--- config.mk ---
export PLATFORM = sky130hd
export DESIGN_NAME = mult_mix_seq
export DESIGN_NICKNAME = d
export VERILOG_FILES = /design/src/rtl/mult_mix_seq.sv
export SDC_FILE = /design/constraint.sdc
export NUM_CORES = 1
export LEC_CHECK = 0
export CORE_ASPECT_RATIO = 0.5
export CORE_MARGIN = 4
export CORE_UTILIZATION = 46
export DETAILED_ROUTE_END_ITERATION = 7
export GPL_TIMING_DRIVEN = 0
export PLACE_DENSITY_LB_ADDON = 0.15
export SYNTH_ARGS = -nofsm -noshare
export SYNTH_HDL_FRONTEND = slang
export SYNTH_SLANG_ARGS = --single-unit
export TNS_END_PERCENT = 20
--- constraint.sdc ---
create_clock -name clk -period 3.3 [get_ports clk]
set_input_delay 0.825 -clock clk [delete_from_list [all_inputs] [get_ports clk]]
set_output_delay 0.825 -clock clk [all_outputs]
set_load 0.005 [all_outputs]
--- src/rtl/mult_mix_seq.sv ---
// Time-multiplexed multi-channel multiply-accumulate mixer: one shared signed x unsigned
// multiplier walks all channels, then shifts, saturates and presents one mixed sample.
module mult_mix_seq #(
    parameter int SIG_W     = 16,
    parameter int COEF_W    = 16,
    parameter int NUM_CH    = 3,
    parameter int OUT_W     = 16,
    parameter int OUT_SHIFT = 16,
    parameter int CH_W      = (NUM_CH > 1) ? $clog2(NUM_CH) : 1
) (
    input  logic              clk,
    input  logic              rst_n,
    input  logic              iStart,
    output logic              oBusy,
    output logic [CH_W-1:0]   oChSel,
    input  logic [SIG_W-1:0]  iSignal,
    input  logic [COEF_W-1:0] iCoef,
    output logic [OUT_W-1:0]  oOut,
    output logic              oValid,
    output logic              oClip
);

    localparam int PROD_W = SIG_W + COEF_W + 1;
    localparam int ACC_W  = PROD_W + $clog2(NUM_CH);
    localparam logic [CH_W-1:0] LAST_CH = CH_W'(NUM_CH - 1);
    localparam logic signed [ACC_W-1:0] OUT_MAX = ACC_W'((64'sd1 <<< (OUT_W - 1)) - 64'sd1);
    localparam logic signed [ACC_W-1:0] OUT_MIN = ~OUT_MAX;

    typedef enum logic [1:0] {StIdle, StRun, StDrain, StDone} state_e;

    state_e                    state_q, state_d;
    logic [CH_W-1:0]           ch_q;
    logic signed [PROD_W-1:0]  prod_q;
    logic signed [PROD_W-1:0]  prod_d;
    logic signed [ACC_W-1:0]   acc_q;
    logic signed [ACC_W-1:0]   prod_ext;
    logic signed [ACC_W-1:0]   shifted;
    logic                      acc_first_q;
    logic                      acc_en;
    logic [OUT_W-1:0]          out_q;
    logic [OUT_W-1:0]          sat_out;
    logic                      sat_clip;
    logic                      valid_q;
    logic                      clip_q;

    // Zero-extend the coefficient so its full unsigned range survives the signed multiply.
    assign prod_d   = PROD_W'($signed(iSignal)) * PROD_W'($signed({1'b0, iCoef}));
    assign prod_ext = ACC_W'(prod_q);
    assign shifted  = acc_q >>> OUT_SHIFT;

    // prod_q holds a fresh product on every RUN edge after the first, and once more in DRAIN.
    assign acc_en = ((state_q == StRun) && (ch_q != '0)) || (state_q == StDrain);

    always_comb begin
        sat_out  = shifted[OUT_W-1:0];
        sat_clip = 1'b0;
        if (shifted > OUT_MAX) begin
            sat_out  = {1'b0, {(OUT_W-1){1'b1}}};
            sat_clip = 1'b1;
        end else if (shifted < OUT_MIN) begin
            sat_out  = {1'b1, {(OUT_W-1){1'b0}}};
            sat_clip = 1'b1;
        end
    end

    always_comb begin
        state_d = state_q;
        unique case (state_q)
            StIdle:  if (iStart) state_d = StRun;
            StRun:   if (ch_q == LAST_CH) state_d = StDrain;
            StDrain: state_d = StDone;
            StDone:  state_d = StIdle;
            default: state_d = StIdle;
        endcase
    end

    always_ff @(posedge clk or negedge rst_n) begin
        if (!rst_n) begin
            state_q <= StIdle;
        end else begin
            state_q <= state_d;
        end
    end

    always_ff @(posedge clk or negedge rst_n) begin
        if (!rst_n) begin
            ch_q        <= '0;
            prod_q      <= '0;
            acc_q       <= '0;
            acc_first_q <= 1'b0;
            out_q       <= '0;
            valid_q     <= 1'b0;
            clip_q      <= 1'b0;
        end else begin
            valid_q <= 1'b0;
            if (state_q == StIdle && iStart) begin
                acc_first_q <= 1'b1;
            end
            if (state_q == StRun) begin
                prod_q <= prod_d;
                ch_q   <= (ch_q == LAST_CH) ? '0 : ch_q + 1'b1;
            end
            if (acc_en) begin
                acc_q       <= acc_first_q ? prod_ext : acc_q + prod_ext;
                acc_first_q <= 1'b0;
            end
            if (state_q == StDone) begin
                out_q   <= sat_out;
                clip_q  <= sat_clip;
                valid_q <= 1'b1;
            end
        end
    end

    assign oBusy  = (state_q != StIdle);
    assign oChSel = ch_q;
    assign oOut   = out_q;
    assign oValid = valid_q;
    assign oClip  = clip_q;

endmodule

==> flow_metrics.env <==
export IMPL_outcome="complete, but fails checks"
export IMPL_violations="negative setup slack"
export IMPL_fin_skew_ns=0.008956
export IMPL_slew_viol_final=0
export IMPL_fp_row_count=45
export IMPL_crit_type="in -> reg"
export IMPL_startpoint="iSignal[6]"
export IMPL_fp_dieW_um=257.5
export IMPL_synthToLayoutAreaGrowth_pct=20.56
export IMPL_ys_flop_type="dfrtp_1"
export IMPL_wl_per_cell_um=18.61
export IMPL_post_synth_instance_area_um2=14320
export IMPL_antenna_left=0
export IMPL_rsz0062_at_grt="yes"
export IMPL_n_antenna_cell=0
export IMPL_hpwl_um=31590
export IMPL_final_cell_mix="inv_1, fa_1, nand2_1, ha_1, and2_1"
export IMPL_overflow=0
export IMPL_start_kind="primary input"
export IMPL_grt_total_usage=0.2411
export IMPL_wl_um=40110
export IMPL_r2r_start="prod_q[14]$_DFFE_PN0P_"
export IMPL_rr_worst_depth=10
export IMPL_tightestPinTransition_ns=0.7866
export IMPL_synthDistinctLibCells=62
export IMPL_crit_fanout=5
export IMPL_grt_max_degree=48
export IMPL_cap_violations=0
export IMPL_synth_warnings=0
export IMPL_use_met3=0.04762
export IMPL_min_period_ns=6.256
export IMPL_syn_inst=1605
export IMPL_synth_ff_latch_count=91
export IMPL_cts_sink_count=91
export IMPL_coreArea_um2=30520
export IMPL_gp_congestion=0.9256
export IMPL_hold_viol_final=0
export IMPL_cts_tree="done"
export IMPL_setup_violations=28
export IMPL_maxSlewHeadroom=0.4756
export IMPL_route_detailed_drc=0
export IMPL_dr_pass1_iters=5
export IMPL_layout_commonest_cell="inv_1"
export IMPL_clockBufferDepth=2
export IMPL_clkLatencyLatePin_ns=0.34
export IMPL_syn_avg_cell_area_um2=8.920
export IMPL_max_freq_mhz=159.8
export IMPL_fin_tns_setup_ns=-64.12
export IMPL_h_tree_depth=3
export IMPL_dieHeight_um=132.7
export IMPL_dieArea_um2=34180
export IMPL_grt_pass1_wl_um=65720
export IMPL_met2_usage=0.3697
export IMPL_grt_pass1_vias=11940
export IMPL_portBuffers=55
export IMPL_synth_edf_count=0
export IMPL_cts_buffers=9
export IMPL_start_util=0.4691
export IMPL_worstPathArrival_ns=6.49
export IMPL_fin_ws_ns=-2.956
export IMPL_ctsHoldBuffers=0
export IMPL_path_clk_slew_ns=0.07
export IMPL_cp_required_ns=3.53
export IMPL_ios=56
export IMPL_hold_class="in -> async"
export IMPL_synth_async_sr_flop_share=1.000
export IMPL_grt_busiest_layer="met2"
export IMPL_synth_nets=1996
export IMPL_drt_iter0_markers=824
export IMPL_final_layout_size_suffix_gt1_frac=0.1582
export IMPL_end_kind="register"
export IMPL_nNetsFinal=2118
export IMPL_vias=11460
export IMPL_cts_root_buf="clkbuf_16"
export IMPL_min_period_over_period=1.896
export IMPL_ys_seq_area_frac=0.1591
export IMPL_grt_antenna_before_repair=1
export IMPL_via_per_inst=5.316
export IMPL_grt_util_met1=0.3562
[worst paths after layout]
check / end / slack, ns
worst min register to register: acc_q[8]$_DFFE_PN0N_ / 0.50
max in group asynchronous: prod_q[1]$_DFFE_PN0P_ / 2.17
worst max register to register: acc_q[34]$_DFFE_PN0N_ / 0.05
worst max-delay path: prod_q[31]$_DFFE_PN0P_ / -2.96
min in group clk: acc_q[8]$_DFFE_PN0N_ / 0.50
worst min-delay path: oOut[12]$_DFFE_PN0P_ / 0.49
[cell families after synthesis]
logic type,count (synthesis),share of synthesized area
AND/OR/NAND/NOR,444,0.1507
multiplexers,39,0.02972
adder cells (fa/ha/maj),356,0.4134
flip-flops,91,0.1591
AO/OA/AOI/OAI,270,0.1217
XOR/XNOR,55,0.03365
buffers and inverters,350,0.09185
[cell usage after synthesis, drive strengths merged, types with 5 or more instances]
| cell | instances | area [um^2] |
|---|---|---|
| buf | 7 | 27.52 |
| nand2 | 155 | 581.8 |
| xnor2 | 38 | 332.8 |
| nand3 | 13 | 65.06 |
| o22ai | 15 | 93.84 |
| xor2 | 17 | 148.9 |
| nand2b | 15 | 93.84 |
| nand4 | 5 | 31.28 |
| o21ai | 46 | 237.7 |
| and3 | 13 | 81.33 |
| a21o | 32 | 241.5 |
| ha | 161 | 2014 |
| mux2i | 11 | 110.1 |
| mux2 | 28 | 315.3 |
| a211oi | 8 | 75.08 |
| fa | 195 | 3904 |
| a31oi | 12 | 96.34 |
| o21a | 15 | 112.6 |
| clkbuf | 53 | 198.9 |
| dfrtp | 91 | 2277 |
| o21bai | 8 | 60.06 |
| inv | 290 | 1089 |
| nor3 | 10 | 50.05 |
| and2 | 128 | 800.8 |
| a21oi | 100 | 500.5 |
| nor2 | 88 | 330.3 |
[sequential cells by signal (all words and copies together) (netlist names)]
signal / count
acc_first_q: 1
acc_q: 35
oChSel: 2
oClip: 1
oOut: 16
oValid: 1
prod_q: 33
state_q: 2
[metal layers]
| metal | wire length (um) | up-vias |
|---|---|---|
| li1 | - | 5365 |
| met3 | 3297 | 60 |
| met1 | 18400 | 5606 |
| met2 | 17610 | 422 |
| met4 | 792 | 2 |
| met5 | 7 | - |
[cell type report]
type,count,area [um^2]
fillers,2735,13260
well taps,423,529.3
plain buffers,60,750.7
inverters,290,1089
multi-input cells,1164,11270
flip-flops and latches,91,2277
clock inverters,6,62.56
repair buffers,111,1041
clock buffers,10,239.0
[repair_timing]
item / 4_1_cts / 5_1_grt
setup endpoints to repair: 31 / 32
buffers inserted: 49 / 8
resized for setup: 315 / 45
pin swaps: 64 / 42
[worst max-delay path: stages]
cell      delay [ns]
buf_8           0.10
buf_8           0.11
and2_4          0.13
fa_1            0.49
inv_2           0.04
fa_1            0.55
inv_2           0.04
fa_1            0.47
inv_1           0.05
fa_1            0.48
inv_1           0.05
fa_1            0.48
inv_2           0.06
fa_2            0.59
inv_2           0.06
ha_4            0.27
o21a_1          0.16
o21ai_2         0.09
o311ai_4        0.30
a31oi_4         0.14
o31a_1          0.27
o41a_1          0.32
xnor2_1         0.13
mux2_2          0.26
[through the flow]
step | setup WS, ns | std cells | hold WS, ns | area [um^2] | util
floorplan | -2.868 | 1605 | 0.4538 | 14670 | -
global placement | -4.179 | 2083 | 0.4677 | 15750 | 0.5161
detailed placement | -4.253 | 2084 | 0.4838 | 15780 | 0.5169
CTS | -2.975 | 2149 | 0.4983 | 17050 | 0.5587
global route | -3.122 | 2155 | 0.5239 | 17260 | 0.5656
finish | -2.956 | 2155 | 0.4920 | 17260 | 0.5656
Power is not shown: default switching activity piles up to over one toggle a cycle in this logic, so the estimate is an artifact.
